**config.mk**
```make
export PLATFORM = sky130hd
export DESIGN_NAME = memory_arbiter
export DESIGN_NICKNAME = d
export VERILOG_FILES = /design/src/rtl/cpu_types_pkg.sv /design/src/rtl/rr_arbiter.sv /design/src/rtl/memory_arbiter.sv
export SDC_FILE = /design/constraint.sdc
export NUM_CORES = 1
export LEC_CHECK = 0
export ABC_AREA = 1
export CORE_AREA = 2 2 166 168
export DETAILED_ROUTE_END_ITERATION = 6
export DIE_AREA = 0 0 168 170
export SYNTH_ARGS = -nofsm -noshare
export SYNTH_HDL_FRONTEND = slang
export SYNTH_SLANG_ARGS = --single-unit
```
**constraint.sdc**
```tcl
create_clock -name CLK -period 1.3 [get_ports CLK]
set_clock_uncertainty 0.15 [all_clocks]
set_input_delay 0.195 -clock CLK [delete_from_list [all_inputs] [get_ports CLK]]
set_output_delay 0.195 -clock CLK [all_outputs]
set_load 0.1 [all_outputs]
```
**src/rtl/cpu_types_pkg.sv**
```systemverilog
// Shared CPU/RAM bus types.
// Also carries the arbiter's grant-type and FSM state enums.
package cpu_types_pkg;
  typedef logic [31:0] word_t;

  typedef enum logic [1:0] {
    FREE,
    BUSY,
    ACCESS,
    ERROR
  } ramstate_t;

  typedef enum logic [1:0] {
    I,
    DR,
    DW
  } gnt_t;

  typedef enum logic {
    IDLE,
    XFER
  } arb_state_t;
endpackage

```
**src/rtl/rr_arbiter.sv**
```systemverilog
// Combinational round-robin picker.
// Scans from i_ptr upward, wrapping modulo N.
module rr_arbiter #(
  parameter int N = 2,
  localparam int W = (N > 1) ? $clog2(N) : 1
) (
  input  logic [N-1:0] i_req,
  input  logic [W-1:0] i_ptr,
  output logic [N-1:0] o_gnt,
  output logic [W-1:0] o_idx,
  output logic         o_valid
);
  logic [W-1:0] w_c;

  always_comb begin
    o_gnt   = '0;
    o_idx   = '0;
    o_valid = 1'b0;
    w_c     = '0;
    for (int k = 0; k < N; k++) begin
      w_c = W'((int'(i_ptr) + k) % N);
      if (!o_valid && i_req[w_c]) begin
        o_valid    = 1'b1;
        o_idx      = w_c;
        o_gnt[w_c] = 1'b1;
      end
    end
  end
endmodule

```
**src/rtl/memory_arbiter.sv**
```systemverilog
// Round-robin RAM arbiter for CPUS cores.
// A grant is held until the RAM reports ACCESS or the requester aborts.
module memory_arbiter
  import cpu_types_pkg::*;
#(
  parameter int CPUS  = 2,
  parameter bit DPRIO = 1'b1,
  localparam int CW = (CPUS > 1) ? $clog2(CPUS) : 1
) (
  input  logic                 CLK,
  input  logic                 RST,
  input  logic [CPUS-1:0]      iREN,
  input  logic [CPUS-1:0]      dREN,
  input  logic [CPUS-1:0]      dWEN,
  input  word_t [CPUS-1:0]     iaddr,
  input  word_t [CPUS-1:0]     daddr,
  input  word_t [CPUS-1:0]     dstore,
  output logic [CPUS-1:0]      iwait,
  output logic [CPUS-1:0]      dwait,
  output word_t [CPUS-1:0]     iload,
  output word_t [CPUS-1:0]     dload,
  output word_t                ramaddr,
  output word_t                ramstore,
  output logic                 ramREN,
  output logic                 ramWEN,
  input  word_t                ramload,
  input  ramstate_t            ramstate
);
  arb_state_t    r_state, w_next;
  logic [CW-1:0] r_rr_ptr, r_gnt_cpu;
  gnt_t          r_gnt_type, w_type;

  logic [CPUS-1:0] w_req_any, w_gnt_oh;
  logic [CW-1:0]   w_win, w_ptr_inc;
  logic            w_any, w_wi, w_wr, w_ww;
  logic            w_line, w_done;

  assign w_req_any = iREN | dREN | dWEN;

  rr_arbiter #(.N(CPUS)) u_rr (
    .i_req   (w_req_any),
    .i_ptr   (r_rr_ptr),
    .o_gnt   (w_gnt_oh),
    .o_idx   (w_win),
    .o_valid (w_any)
  );

  assign w_wi = |(iREN & w_gnt_oh);
  assign w_wr = |(dREN & w_gnt_oh);
  assign w_ww = |(dWEN & w_gnt_oh);

  // A write with a simultaneous read counts as a write.
  always_comb begin
    w_type = I;
    if (DPRIO) begin
      if (w_ww)      w_type = DW;
      else if (w_wr) w_type = DR;
      else           w_type = I;
    end else begin
      if (w_wi)      w_type = I;
      else if (w_ww) w_type = DW;
      else           w_type = DR;
    end
  end

  always_comb begin
    unique case (r_gnt_type)
      I:       w_line = iREN[r_gnt_cpu];
      DR:      w_line = dREN[r_gnt_cpu];
      default: w_line = dWEN[r_gnt_cpu];
    endcase
  end

  assign w_done = (r_state == XFER) && w_line
                  && (ramstate == ACCESS);

  assign w_ptr_inc = (r_gnt_cpu == CW'(CPUS - 1))
                     ? '0 : r_gnt_cpu + 1'b1;

  always_ff @(posedge CLK) begin
    if (RST) begin
      r_state    <= IDLE;
      r_rr_ptr   <= '0;
      r_gnt_cpu  <= '0;
      r_gnt_type <= I;
    end else begin
      r_state <= w_next;
      if (r_state == IDLE && w_any) begin
        r_gnt_cpu  <= w_win;
        r_gnt_type <= w_type;
      end
      if (w_done) r_rr_ptr <= w_ptr_inc;
    end
  end

  always_comb begin
    w_next   = r_state;
    ramaddr  = '0;
    ramstore = '0;
    ramREN   = 1'b0;
    ramWEN   = 1'b0;
    iwait    = '1;
    dwait    = '1;
    unique case (r_state)
      IDLE: begin
        if (w_any) w_next = XFER;
      end
      XFER: begin
        ramaddr  = (r_gnt_type == I) ? iaddr[r_gnt_cpu]
                                     : daddr[r_gnt_cpu];
        ramstore = dstore[r_gnt_cpu];
        ramREN   = (r_gnt_type != DW);
        ramWEN   = (r_gnt_type == DW);
        if (!w_line) begin
          w_next = IDLE;
        end else if (ramstate == ACCESS) begin
          w_next = IDLE;
          if (r_gnt_type == I) iwait[r_gnt_cpu] = 1'b0;
          else                 dwait[r_gnt_cpu] = 1'b0;
        end
      end
      default: w_next = IDLE;
    endcase
    // Reset overrides everything, including a grant in flight.
    if (RST) begin
      ramaddr  = '0;
      ramstore = '0;
      ramREN   = 1'b0;
      ramWEN   = 1'b0;
      iwait    = '1;
      dwait    = '1;
    end
  end

  assign iload = {CPUS{ramload}};
  assign dload = {CPUS{ramload}};
endmodule

```
# Yosys cells after proc, flatten, opt, wreduce, memory -nomap -nowiden
# Cells that the tools add are included.
[word_totals]
ff_bits = 5
input_bits = 234
out_inout_bits = 198
word_cells = 89
[classes]
n_addsub = 2
n_lt_le_gt_ge = 6
n_eq_ne = 4
n_mux = 55
n_bitwise = 7
n_reduce_logical = 11
[ops]
columns = ["cell", "n"]
rows = [
  ["two-way mux 32 bit", 11],
  ["two-way mux 1 bit", 26],
  ["two-way mux 2 bit", 13],
  ["logical AND 1 bit", 7],
  ["< comparator 1 x 2 -> 1 bit (second input constant)", 3],
  ["bitwise OR 2 bit", 3],
  ["bitwise AND 2 bit", 2],
  ["== test 2 bit (second input constant)", 2],
  ["case mux 1 bit (2 select lines)", 2],
  ["OR reduction 2 bit", 2],
  ["demux 1 bit (select 1 bit)", 3],
  [">= comparator 1 bit (second input constant)", 3],
  ["adder 1 bit (second input constant)", 2],
  ["== test 2 x 1 -> 1 bit (second input constant)", 1],
  ["zero test 2 bit", 1],
  ["!= test 2 bit (second input constant)", 1],
  ["NOT 2 bit", 1],
  ["zero test 1 bit", 1],
  ["NOT 1 bit", 1],
]

# Depth between registers and ports, before layout
[logic_depth]
word_depth = 12
mapped_depth = 10
depth_no_buf = 9

# Cells and area by module
# A second synthesis with hierarchy kept.
[unflattened]
cells_unflattened = 550
hier_area_um2 = 3060.4
[modules_own_cells]
columns = ["module", "instances", "cells_per_inst", "area_each_um2", "seq_area_each_um2"]
rows = [
  ["memory_arbiter", 1, 543, 3030.4, 100.1],
  ["rr_arbiter", 1, 7, 30.0, 0.0],
]

# Worst setup path after synthesis
# No wires, ideal clock.
[synth_path]
path_kind = "reg2out"
from = "reg r_gnt_cpu"
to = "out ramstore[10]"
t_arrival_ps = 2896
required_time_ps = 955
setup_slack_ps = -1941
stages_incl_launch_ff = 6
path_buffers = 3
path_cell_list = "dfxtp_1 -> buf_4 -> buf_4 -> buf_2 -> nor2_1 -> nor3_1"
[synth_via]
elab_chain_len = 4
[synth_rtl]
columns = ["element", "line_no", "rtl"]
rows = [
  ["from (decl)", "memory_arbiter.sv:30", "logic [CW-1:0] r_rr_ptr, r_gnt_cpu;"],
  ["from (signal assigned)", "memory_arbiter.sv:89", "r_gnt_cpu <= w_win;"],
  ["two-way mux 32 bit (implied by the code) (2 in series)", "memory_arbiter.sv:111", "ramstore = dstore[r_gnt_cpu];"],
  ["two-way mux 32 bit", "memory_arbiter.sv:104", "unique case (r_state)"],
  ["two-way mux 32 bit", "memory_arbiter.sv:125", "if (RST) begin"],
  ["to (decl)", "memory_arbiter.sv:23", "output word_t ramstore,"],
]
# Every way passes these cells. The select of a mux whose other input is x is not followed.

# Final worst setup path
[layout_path]
from = "reg r_gnt_cpu"
to = "out ramaddr[19]"
[layout_via]
elab_chain_len = 5
word_cells_on_any_way = 7
classes_between = "7 x mux"
[layout_rtl]
columns = ["element", "line_no", "rtl"]
rows = [
  ["two-way mux 32 bit, on equally long branches (2 in series)", "memory_arbiter.sv:110, memory_arbiter.sv:109", ""],
  ["two-way mux 32 bit *", "memory_arbiter.sv:109", "ramaddr = (r_gnt_type == I) ? iaddr[r_gnt_cpu]"],
  ["two-way mux 32 bit *", "memory_arbiter.sv:104", ""],
  ["two-way mux 32 bit *", "memory_arbiter.sv:125", ""],
  ["to (decl)", "memory_arbiter.sv:22", "output word_t ramaddr,"],
]
# Mark *: on every way between the ends. The rest lies on a longest branch, timed or not. The select of a mux whose other input is x is not followed.

==> flow_metrics.tcl <==
set metrics [dict create \
    arrival_ns 1.68 \
    critPathMaxStageDelay_ns 0.38 \
    hold_ws_ns 0.2401 \
    finalWorstSetupSlack_ns -0.7247 \
    yosys-top-cells-area "buf_4, nor2_1, nand2_1, a31oi_1, nand3_1" \
    syn_avg_cell_area_sq_um 5.444 \
    dieArea_sq_um 28560 \
    path_common_cell "buf_12" \
    combPwrFrac 0.844 \
    r2r.worst_path.cells 7 \
    slew_viol_final 0 \
    hp-start "ramload[23]" \
    die_y_microns 170 \
    ys_seq_elements 5 \
    rows 60 \
    routed_via_density 3.868 \
    endpoint_kind "primary output" \
    numCtsBuffers 3 \
    cp.depth 6 \
    grt_antenna_before_repair 0 \
    clkSinkCount 5 \
    hold_viol_final 0 \
    power_mw 4.447 \
    clockBufferDepth 2 \
    stdcell_count 1062 \
    crit_fanout 34 \
    synthTopCellsByCount "nor2_1, buf_4, nand2_1" \
    design_area_sq_um 8313 \
    crit_type "flop to primary output" \
    violations "setup timing" \
    routedWlPerCell_microns 16.51 \
    synth_top_cell_by_area "buf_4" \
    yosysUniqueCellTypes 19 \
    setup_viol 73 \
    crit_required_ns 0.95 \
    critPathSlowestCell "dfxtp_4" \
    swShare 0.4869 \
    synth_adder_area_share 0 \
    yosysWarnings 0 \
    seqPwrFrac 0.041 \
    ios 432 \
    synth_compound_area_frac 0.1368 \
    start_util 0.1070 \
    wl_mm 17.53 \
    syn-cell-area_sq_um 2853 \
    reg2reg_slack_ns -0.13 \
    synth_top_area_frac 0.3553 \
    yosysMostFrequentCell "nor2_1" \
    initialDrtViolationCount 122 \
    layout.nets 956 \
    fin_crit_sh 1.557 \
    p_leak_nw 3.075 \
    core_sq_um 26650 \
    critPathTopFamily "buffers and inverters" \
    synth-simple-area-share 0.3956 \
    cts-root-buf "clkbuf_16" \
    clkLatencyLatePin_ns 0.23 \
    hpwl_mm 12.86 \
    grt_overflow 0 \
    worst_hold_path_type "input pin to primary output" \
    antenna-diode-count 0 \
    p_int_mw 2.282 \
    rr_endpoint "r_state" \
    synth_edf_count 0 \
    area_growth_pct 191.4 \
    drc 0 \
    min_period_ns 2.025 \
    synth_xor_area_frac 0 \
    worst_pin_slew_ns 0.3466 \
    dp_cells 1022 \
    first_global_vias 4434 \
    dr.pass1.iters 4 \
    htreeDepth 1 \
    drv_cap 0 \
    grtUsageTotal 0.1144 \
    cp_num_buf_inv 4 \
    synthArstFlopShare 0 \
    syn_inst 524 \
    min_to "iload[55]" \
    crit_chain "buf_12 -> clkinv_16 -> buf_12 -> o21ai_0 -> a31oi_4 -> buf_12" \
    rsz0062_at_grt "yes" \
    switching_power_mw 2.165 \
    synth_mux_area_frac 0 \
    dieWidth_microns 168 \
    crit_path_start_kind "flop" \
    dpl_cell_area_sq_um 7082 \
    port_buffers 271 \
    cts_tree "yes" \
    gp_congestion 0.8299 \
    synth_seq_area_share 0.03509 \
    ir_drop_mv 0.2293 \
    hold-path-cell-count 0 \
    nFillCells 2744 \
    fmax_mhz 493.9 \
    grt_max_degree 35 \
    clkSlewWorstSetupHoldPaths_ns 0.03 \
    cellPowerDensity_nw_per_um2 535.0 \
    synth_top_family_by_area "buffers and inverters" \
    synth_flop_cell "dfxtp_1" \
    setup_tns_ns -43.39 \
    drive_above_1_share 0.5104 \
    run_status "complete, but fails checks" \
    dr_total_vias 4108 \
    grt_pass1_wl_mm 25.24 \
    ant_nets 0 \
    syn-num-nets 758 \
    r2r-start "r_gnt_cpu" \
    relSlewSlack 0.7665 \
    pwr-share-clk 0.115 \
]
[registers in the layout, summed over array words and instances, names as in the netlist]
register / count
r_gnt_type: 2
r_gnt_cpu: 1
r_rr_ptr: 1
r_state: 1
[per-stage QoR]
stage / util / setup WS, ns
floorplan: - / -0.8238
global placement: 0.2657 / -0.5931
detailed placement: 0.2657 / -0.6111
CTS: 0.3024 / -0.7321
global route: 0.3119 / -0.7894
finish: 0.3119 / -0.7247
[worst max path at each step]
stage | startpoint | to | slack [ns]
after floorplan | r_gnt_cpu | iwait[0] | -0.82
after global placement | r_gnt_type[0] | ramaddr[8] | -0.59
after detailed placement | dWEN[0] | iwait[0] | -0.61
after CTS | r_gnt_type[1] | ramaddr[8] | -0.73
after global routing | r_gnt_cpu | ramaddr[19] | -0.79
final | r_gnt_cpu | ramaddr[19] | -0.72
[repair_timing]
action	in CTS	in global routing
setup buffers	26	8
hold buffers	0	0
endpoints found under the setup margin	75	75
gates cloned	6	2
endpoints found under the hold margin	0	0
resized for setup	168	65
pin swaps	56	37
[placed cells by master (no fill, tap or decap), types with 3 or more instances in the layout]
cell type	n
buf_16	5
nand3_4	4
a31oi_4	32
o21ai_0	8
dfxtp_4	3
inv_1	8
nor2_4	22
nand2_1	16
buf_4	34
nand3_2	19
o21ai_1	18
nor3_4	33
buf_6	16
nand2_4	25
clkbuf_16	5
buf_8	9
nand3_1	17
nand2_2	17
buf_12	89
a21oi_2	4
o21ai_2	7
clkdlybuf4s50_1	194
nor2_2	35
nor2_1	80
dlygate4sd2_1	5
inv_2	3
[area by class of cell]
cell class,instances,area (sq um),area share
clock buffers,4,78.83,0.009482
inverters,14,86.33,0.01039
multi-input cells,342,3060,0.3682
flip-flops and latches,5,112.6,0.01355
well taps,341,426.7,0.05132
repair buffers,356,4548,0.5471
[logic make-up (layout without fill, tap and decap cells)]
family | after synthesis | after routing
compound gates | 70 | 70
simple gates | 272 | 272
buf+inv | 177 | 374
flops | 5 | 5
[power by group through the flow]
stage | Combinational (mW) | Clock, mW | Sequential (mW)
finish | 3.75 | 0.513 | 0.181
global route | 3.94 | 0.535 | 0.183
CTS | 3.63 | 0.522 | 0.186
detailed placement | 3.26 | 0 | 0.186
global placement | 3.24 | 0 | 0.186
floorplan | 3.69 | 0 | 0.183
[worst reg2reg max path: stages, from the launching register on]
cell,delay [ns]
dfxtp_4,0.36
buf_4,0.16
nor2_1,0.09
nor2_1,0.06
nor2_1,0.15
buf_4,0.14
nand3b_1,0.12
a21oi_2,0.14
[per-layer routing]
metal,vias up,wire length [microns],global-route usage
li1,1981,-,-
met1,1851,6545,0.1243
met2,236,9316,0.2201
met3,40,1241,0.02674
met4,0,429,0.03251
met5,-,0,0
Note: power is estimated with default switching activity, not from simulation.
